--- config.mk ---
export PLATFORM = sky130hd
export DESIGN_NAME = unidade_controle
export DESIGN_NICKNAME = d
export VERILOG_FILES = /design/src/rtl/unidade_controle_pkg.sv /design/src/rtl/unidade_controle_decod_opcode.sv /design/src/rtl/unidade_controle.sv
export SDC_FILE = /design/constraint.sdc
export NUM_CORES = 1
export LEC_CHECK = 0
export ABC_CLOCK_PERIOD_IN_PS = 2640
export BUFFER_PORTS_ARGS = -buffer_cell sky130_fd_sc_hd__buf_2
export CAP_MARGIN = 15
export CORE_ASPECT_RATIO = 0.7
export CORE_MARGIN = 4
export CORE_UTILIZATION = 46
export DETAILED_ROUTE_END_ITERATION = 16
export GPL_TIMING_DRIVEN = 0
export HOLD_SLACK_MARGIN = 0.05
export PLACE_DENSITY_LB_ADDON = 0.1
export SYNTH_ARGS = -nofsm -noshare
export SYNTH_HDL_FRONTEND = slang
export SYNTH_HIERARCHICAL = 1
export SYNTH_SLANG_ARGS = --single-unit
--- constraint.sdc ---
create_clock -name clk -period 2.64 [get_ports clk]
set_clock_uncertainty 0.05 [all_clocks]
set_input_delay 0.264 -clock clk [delete_from_list [all_inputs] [get_ports clk]]
set_output_delay 0.264 -clock clk [all_outputs]
set_load 0.01 [all_outputs]
--- src/rtl/unidade_controle_pkg.sv ---
// Shared constants for the control unit: opcode values, FSM state encoding and
// the default width of the retired-instruction counter.
package unidade_controle_pkg;

  localparam int unsigned CNT_W_DEF = 16;

  localparam logic [6:0] OPC_LOAD   = 7'b0000011;
  localparam logic [6:0] OPC_STORE  = 7'b0100011;
  localparam logic [6:0] OPC_OPIMM  = 7'b0010011;
  localparam logic [6:0] OPC_OP     = 7'b0110011;
  localparam logic [6:0] OPC_BRANCH = 7'b1100011;

  typedef enum logic [2:0] {
    S_IDLE   = 3'd0,
    S_FETCH  = 3'd1,
    S_DECODE = 3'd2,
    S_EXEC   = 3'd3,
    S_MEM    = 3'd4,
    S_WB     = 3'd5,
    S_TRAP   = 3'd6
  } state_t;

endpackage

--- src/rtl/unidade_controle_decod_opcode.sv ---
// Combinational opcode classifier: legality plus the class bits the FSM needs.
module decod_opcode
  import unidade_controle_pkg::*;
(
  input  logic [6:0] opcode,
  output logic       legal,
  output logic       is_load,
  output logic       is_store,
  output logic       is_branch,
  output logic       uses_imm
);

  logic is_opimm;
  logic is_op;

  always_comb begin
    is_load   = (opcode == OPC_LOAD);
    is_store  = (opcode == OPC_STORE);
    is_opimm  = (opcode == OPC_OPIMM);
    is_op     = (opcode == OPC_OP);
    is_branch = (opcode == OPC_BRANCH);
    legal     = is_load | is_store | is_opimm | is_op | is_branch;
    // Operand B comes from the immediate for these classes; OP and BRANCH use doutB.
    uses_imm  = is_load | is_store | is_opimm;
  end

endmodule

--- src/rtl/unidade_controle.sv ---
// Multi-cycle control unit: FETCH/DECODE/EXEC/MEM/WB sequencer with illegal-opcode
// trap and a wrapping retired-instruction counter.
module unidade_controle
  import unidade_controle_pkg::*;
#(
  parameter int unsigned CNT_W = CNT_W_DEF
) (
  input  logic             clk,
  input  logic             rst_n,
  input  logic             run,
  input  logic [6:0]       opcode,
  input  logic             flag,
  output logic             we_ir,
  output logic             we_pc,
  output logic             we_reg,
  output logic             we_mem,
  output logic             sel_mux1,
  output logic             sel_mux2,
  output logic             pc_src,
  output logic             busy,
  output logic             trap,
  output logic [2:0]       state,
  output logic [CNT_W-1:0] instr_count
);

  state_t           state_q, state_d;
  logic [6:0]       op_q, op_d;
  logic [CNT_W-1:0] cnt_q, cnt_d;
  logic             retire;

  logic [6:0] dec_in;
  logic       legal, is_load, is_store, is_branch, uses_imm;

  // Single decoder: sees the live opcode while deciding legality, the captured one afterwards.
  assign dec_in = (state_q == S_DECODE) ? opcode : op_q;

  decod_opcode u_decod (
    .opcode    (dec_in),
    .legal     (legal),
    .is_load   (is_load),
    .is_store  (is_store),
    .is_branch (is_branch),
    .uses_imm  (uses_imm)
  );

  always_comb begin
    state_d = state_q;
    op_d    = op_q;
    cnt_d   = cnt_q;
    retire  = 1'b0;
    unique case (state_q)
      S_IDLE:   if (run) state_d = S_FETCH;
      S_FETCH:  state_d = S_DECODE;
      S_DECODE: begin
        op_d    = opcode;
        state_d = legal ? S_EXEC : S_TRAP;
      end
      S_EXEC: begin
        if (is_branch)               retire  = 1'b1;
        else if (is_load | is_store) state_d = S_MEM;
        else                         state_d = S_WB;
      end
      S_MEM: begin
        if (is_store) retire  = 1'b1;
        else          state_d = S_WB;
      end
      S_WB:     retire  = 1'b1;
      S_TRAP:   state_d = S_TRAP;
      default:  state_d = S_IDLE;
    endcase
    if (retire) begin
      state_d = run ? S_FETCH : S_IDLE;
      cnt_d   = cnt_q + CNT_W'(1);
    end
  end

  always_ff @(posedge clk or negedge rst_n) begin
    if (!rst_n) begin
      state_q <= S_IDLE;
      op_q    <= '0;
      cnt_q   <= '0;
    end else begin
      state_q <= state_d;
      op_q    <= op_d;
      cnt_q   <= cnt_d;
    end
  end

  // Moore decode from state and captured opcode; only pc_src in EXEC tracks flag live.
  always_comb begin
    we_ir    = 1'b0;
    we_pc    = 1'b0;
    we_reg   = 1'b0;
    we_mem   = 1'b0;
    sel_mux1 = 1'b0;
    sel_mux2 = 1'b0;
    pc_src   = 1'b0;
    busy     = 1'b0;
    trap     = 1'b0;
    unique case (state_q)
      S_FETCH: begin
        we_ir = 1'b1;
        busy  = 1'b1;
      end
      S_DECODE: busy = 1'b1;
      S_EXEC: begin
        busy     = 1'b1;
        sel_mux1 = ~uses_imm;
        if (is_branch) begin
          we_pc  = 1'b1;
          pc_src = flag;
        end
      end
      S_MEM: begin
        busy = 1'b1;
        if (is_store) begin
          we_mem = 1'b1;
          we_pc  = 1'b1;
        end
      end
      S_WB: begin
        busy     = 1'b1;
        we_reg   = 1'b1;
        we_pc    = 1'b1;
        sel_mux1 = ~uses_imm;
        sel_mux2 = is_load;
      end
      S_TRAP:  trap = 1'b1;
      default: ;
    endcase
  end

  assign state       = state_q;
  assign instr_count = cnt_q;

endmodule

After elaboration in Yosys (flattened, before gate mapping)

Index checks and enable logic that the tools add are counted.

Register bits: 26
Output and inout bits: 28
Word-level logic and storage cells: 49
Input port bits: 11

Eq/ne operators: 15
Reductions and logical operators: 4
Add/sub/neg operators: 1
Multiplexer cells: 21
Bitwise logic cells: 5

Operator list:

| kind                                                             | count |
|---|---|
| 3-bit case mux with 7 select lines                               | 1 |
| 16-bit by 1-bit adder with 16-bit output (second input constant) | 1 |
| 3-bit two-way mux                                                | 5 |
| 7-bit by 6-bit == test with 1-bit output (second input constant) | 2 |
| 1-bit two-way mux                                                | 13 |
| 3-bit == test (second input constant)                            | 3 |
| 3-bit inequality test (second input constant)                    | 3 |
| 7-bit by 2-bit == test with 1-bit output (second input constant) | 1 |
| 7-bit by 5-bit == test with 1-bit output (second input constant) | 1 |
| 7-bit == test (second input constant)                            | 1 |
| 7-bit two-way mux                                                | 1 |
| 3-bit by 2-bit == test with 1-bit output (second input constant) | 2 |
| 5-bit OR reduction                                               | 1 |
| 1-bit bitwise OR                                                 | 4 |
| 4-bit AND reduction                                              | 1 |
| 3-bit by 1-bit == test with 1-bit output (second input constant) | 1 |
| 3-bit logical NOT                                                | 1 |
| 1-bit case mux with 3 select lines                               | 1 |
| 2-bit inequality test (second input constant)                    | 1 |
| 2-bit OR reduction                                               | 1 |
| 1-bit NOT                                                        | 1 |

Longest topological paths before layout

Depth in word-level cells: 10
Mapped depth: 11
Depth with buffers taken out: 9

Cells and area by module

Netlist, hierarchy kept.

By module, submodules not included:

| module           | times used | cells each | area each (sq um) |
|---|---|---|---|
| unidade_controle | 1          | 114        | 1,276.2 |
| decod_opcode     | 1          | 8          | 66.3 |

Least setup slack after synthesis

No wires, ideal clock.

Path kind: flip-flop to flip-flop
Start point: register state_q[1] (netlist: state[1])
End point: register cnt_q[5] (netlist: instr_count[5])
Period minus slack after synthesis: 2,626 ps
Path buffers: 1
Data arrival time: 2,451 ps
Required time: 2,465 ps
Setup time: 125 ps
Stages on the path, launching flop included: 11
Path slack: 14 ps
Path through: dfrtp_1 > buf_4 > nand2b_1 > nor2_4 > mux2_2 > nand4bb_4 > nor3_1 > nand3b_1 > a31oi_1 > nand3_1 > xnor2_1

Longest elaborated chain between the ends: 5

RTL lines:

| element                                  | line                                | source |
|---|---|---|
| start: declaration                       | unidade_controle.sv:26              | `state_t state_q, state_d;` |
| start signal: assignment                 | unidade_controle.sv:83              | `state_q <= state_d;` |
| 3-bit by 2-bit == test with 1-bit output | unidade_controle.sv:35              | `assign dec_in = (state_q == S_DECODE) ? opcode : op_q;` |
| 7-bit two-way mux                        | --                                  |  |
| named net dec_in[2]                      | unidade_controle.sv:31              | `logic [6:0] dec_in;` |
| 7-bit by 6-bit == test with 1-bit output | unidade_controle_decod_opcode.sv:18 | `is_store = (opcode == OPC_STORE);` |
| named net is_store                       | unidade_controle.sv:32              | `logic legal, is_load, is_store, is_branch, uses_imm;` |
| 1-bit two-way mux                        | unidade_controle.sv:64              | `if (is_store) retire = 1'b1;` |
| 1-bit case mux with 3 select lines       | unidade_controle.sv:51              | `unique case (state_q)` |
| end signal: assignment                   | unidade_controle.sv:85              | `cnt_q <= cnt_d;` |
| end: declaration                         | unidade_controle.sv:28              | `logic [CNT_W-1:0] cnt_q, cnt_d;` |

The timed path passes the listed nets, and every way through them passes these cells.
A chain may end at the register's enable or synchronous reset.

Worst setup path in the final report

Start point: register state_q[0] (netlist: state[0])
End point: output port we_mem

Longest elaborated chain between the ends: 5

RTL lines:

| element                                  | line                                | source |
|---|---|---|
| 3-bit by 2-bit == test with 1-bit output | unidade_controle.sv:35              |  |
| 7-bit two-way mux                        | --                                  |  |
| named net dec_in[2]                      | unidade_controle.sv:31              |  |
| 7-bit by 6-bit == test with 1-bit output | unidade_controle_decod_opcode.sv:18 |  |
| named net is_store                       | unidade_controle.sv:32              |  |
| 1-bit two-way mux                        | unidade_controle.sv:116             | `if (is_store) begin` |
| 1-bit two-way mux                        | unidade_controle.sv:100             | `unique case (state_q)` |
| end: declaration                         | unidade_controle.sv:16              | `output logic we_mem,` |

The timed path passes the listed nets, and every way through them passes these cells.

==> flow_metrics.tcl <==
set metrics [dict create \
    utilization_pct 65.2 \
    cp_top_family "simple AND/OR/NAND/NOR gates" \
    multi_input_comb_area_sq_um 711 \
    design_area_sq_mm 0.00183 \
    grt_first_pass_wirelength_um 4760 \
    fin_crit_sh_pct 99.8 \
    final_hold_viol_count 0 \
    drv_slew 0 \
    io_pins 39 \
    p_seq_share_pct 34.1 \
    tightestPinTransition_ns 0.580 \
    crit_arrival_ns 2.32 \
    crit_path_start_kind "flop" \
    cp_slowest_stage_delay_ns 0.39 \
    drt-initial-drc-count 45 \
    regArea_sq_um 652 \
    antenna_found_initial 0 \
    die_h_um 53.2 \
    grt_max_degree 27 \
    setup_tns_ns 0 \
    clockRootBuffer "clkbuf_8" \
    die_w_um 72.6 \
    htreeDepth 1 \
    ant_nets 0 \
    grt_pass1_vias 1053 \
    syn_avg_cell_area_sq_um 11.0 \
    ys_ff_latch 26 \
    totalWireLength_um 2940 \
    vias_per_cell 5.10 \
    synthTopCellsByArea "dfrtp_1, xnor2_1, mux2_2" \
    dp_hpwl_um 2030 \
    grt.total_usage_pct 16.3 \
    critical_path.slowest_cell "dfrtp_1" \
    detail_route.wl_per_cell_um 13.7 \
    ys_warn_count 6 \
    max_cap_violations 0 \
    rsz0062_at_grt "true" \
    comb_power_share_pct 52.0 \
    instances_no_fill 214 \
    clockPowerShare_pct 13.9 \
    initial_core_util_pct 47.9 \
    place_area_sq_mm 0.00158 \
    cp.required_ns 2.33 \
    intPower_uw 1130 \
    worst_slack_ns 0.00612 \
    cp_cell_sequence "nand2b_4 -> nor2_4 -> mux2_4 -> nand4bb_4 -> nor3_4 -> nand3b_1 -> buf_4 -> nor2_2 -> buf_2" \
    placed_cells 196 \
    gp_congestion 0.760 \
    vias 1092 \
    drive_gt1_share_pct 45.5 \
    p_per_area_mw_per_mm2 994 \
    clk_pin_slew_ns 0.08 \
    row_count 16 \
    hold_class "in2reg" \
    placement.io_buffers 38 \
    switching_power_uw 690 \
    cp_max_fo 5 \
    cp-end-kind "primary output" \
    cts.sinks 26 \
    synthDistinctLibCells 34 \
    drc_errors 0 \
    yosysTopAreaCellShare_pct 48.5 \
    core-area_sq_mm 0.00280 \
    netlist_instances 122 \
    dr.pass1.iters 4 \
    n_antenna_cell 0 \
    synth_fp_nets 134 \
    crit_type "reg2out" \
    layout_common_cells "buf_2, dfrtp_1, xnor2_1, buf_4" \
    n_fill_cell 245 \
    synth_area_sq_mm 0.00134 \
    leakagePower_uw 0.000879 \
    clockBufferDepth 2 \
    fin_nets 191 \
    clock.fmax_mhz 380 \
    final_common_cell "buf_2" \
    grt-ovfl-total 0 \
    outcome "finished, final reports clean" \
    syn_to_final_growth_pct 36.2 \
    path_buf_inv 2 \
    clk_latency_ns 0.27 \
    peakVddDrop_v 0.000546 \
    finalSetupViolations 0 \
    synth_area_leader_cell "dfrtp_1" \
    ys_seq_area_share_pct 48.5 \
    period_minus_slack_ns 2.63 \
    die-area_sq_mm 0.00386 \
    cts_tree "yes" \
    place_ws_ns -0.362 \
    cts_made_buffers 3 \
    relSlewSlack_pct 61.3 \
    p_sw_share_pct 38.0 \
]
## per-layer routing
| layer | up-vias | share of wire, % | global-route usage [%] |
|---|---|---|---|
| met1 | 527 | 48 | 21.1 |
| met3 | 2 | 5.9 | 4.17 |
| met5 | - | 0 | 0 |
| met2 | 27 | 46 | 27.1 |
| li1 | 536 | - | - |
| met4 | 0 | 0.27 | 4.60 |
## layout make-up
class,count,area share [%]
multi-input cells,86,38.9
flip-flops and latches,26,35.7
repair buffers,53,17.0
clock buffers,4,3.01
well taps,36,2.46
plain buffers,3,1.71
inverters,6,1.23
## flip-flops by register name (all words and copies together), names as in the netlist
register	cells
instr_count	16
op_q	7
state	3
## worst register-to-register path: cells and delay by family (launching register included)
kind	cells	cell delay, ns
compound gates	1	0.25
xor+xnor	1	0.14
buf+inv	1	0.18
flops	1	0.39
mux	1	0.33
simple gates	6	1.07
## power groups by stage
stage | Sequential (uW) | Combinational [uW] | Clock (uW)
after global placement | 612 | 712 | 0
after CTS | 598 | 950 | 260
after floorplan | 631 | 498 | 0
after global routing | 639 | 1020 | 277
after detailed placement | 620 | 725 | 0
final | 619 | 945 | 253
## kinds of logic (layout without fill, tap and decap cells)
| kind of cell | Yosys count | in the layout | synth area share, % |
|---|---|---|---|
| compound gates | 11 | 11 | 5.50 |
| xor+xnor | 16 | 16 | 10.4 |
| fa+ha+maj | 1 | 1 | 0.932 |
| buf+inv | 10 | 66 | 3.82 |
| flops | 26 | 26 | 48.5 |
| mux | 8 | 8 | 6.71 |
| simple gates | 50 | 50 | 24.1 |
## through the flow
stage | power, uW | hold WS, ns
floorplan | 1130 | -0.0816
global placement | 1320 | 0.246
detailed placement | 1340 | 0.249
CTS | 1810 | 0.175
global route | 1940 | 0.180
finish | 1820 | 0.182
## Yosys cell counts, drive strengths merged
master and n:
dfrtp 26, xnor2 14, nand3 10, mux2 8
nor2 8, nand2 7, inv 6, nand4 6
nand2b 5, nor3 5, a21oi 4, buf 4
nand3b 2, nor3b 2, nor4 2, o21ai 2
xor2 2, a211oi 1, a311oi 1, a31oi 1
and2 1, ha 1, nand4b 1, nand4bb 1
o22ai 1, o31a 1
## worst paths after layout
kind                                  from              end  slack [ns]  depth (start not counted)
max                               state[0]           we_mem       0.006                          9
min                                    run         state[0]        0.18                          3
max reg2reg                       state[0]   instr_count[5]        0.11                         10
min reg2reg                instr_count[15]  instr_count[15]        0.44                          1
max in group asynchronous            rst_n         state[2]        1.65                          2
min in group asynchronous            rst_n  instr_count[11]        0.47                          2
## what timing repair did
item | CTS | global route
setup endpoints to repair | 23 | 10
hold buffers | 1 | 0
endpoints found under the hold margin | 26 | 0
pin swaps | 7 | 7
gates resized for setup | 17 | 3
buffers inserted | 12 | 2
No activity file was read; power rests on OpenSTA's default activity.
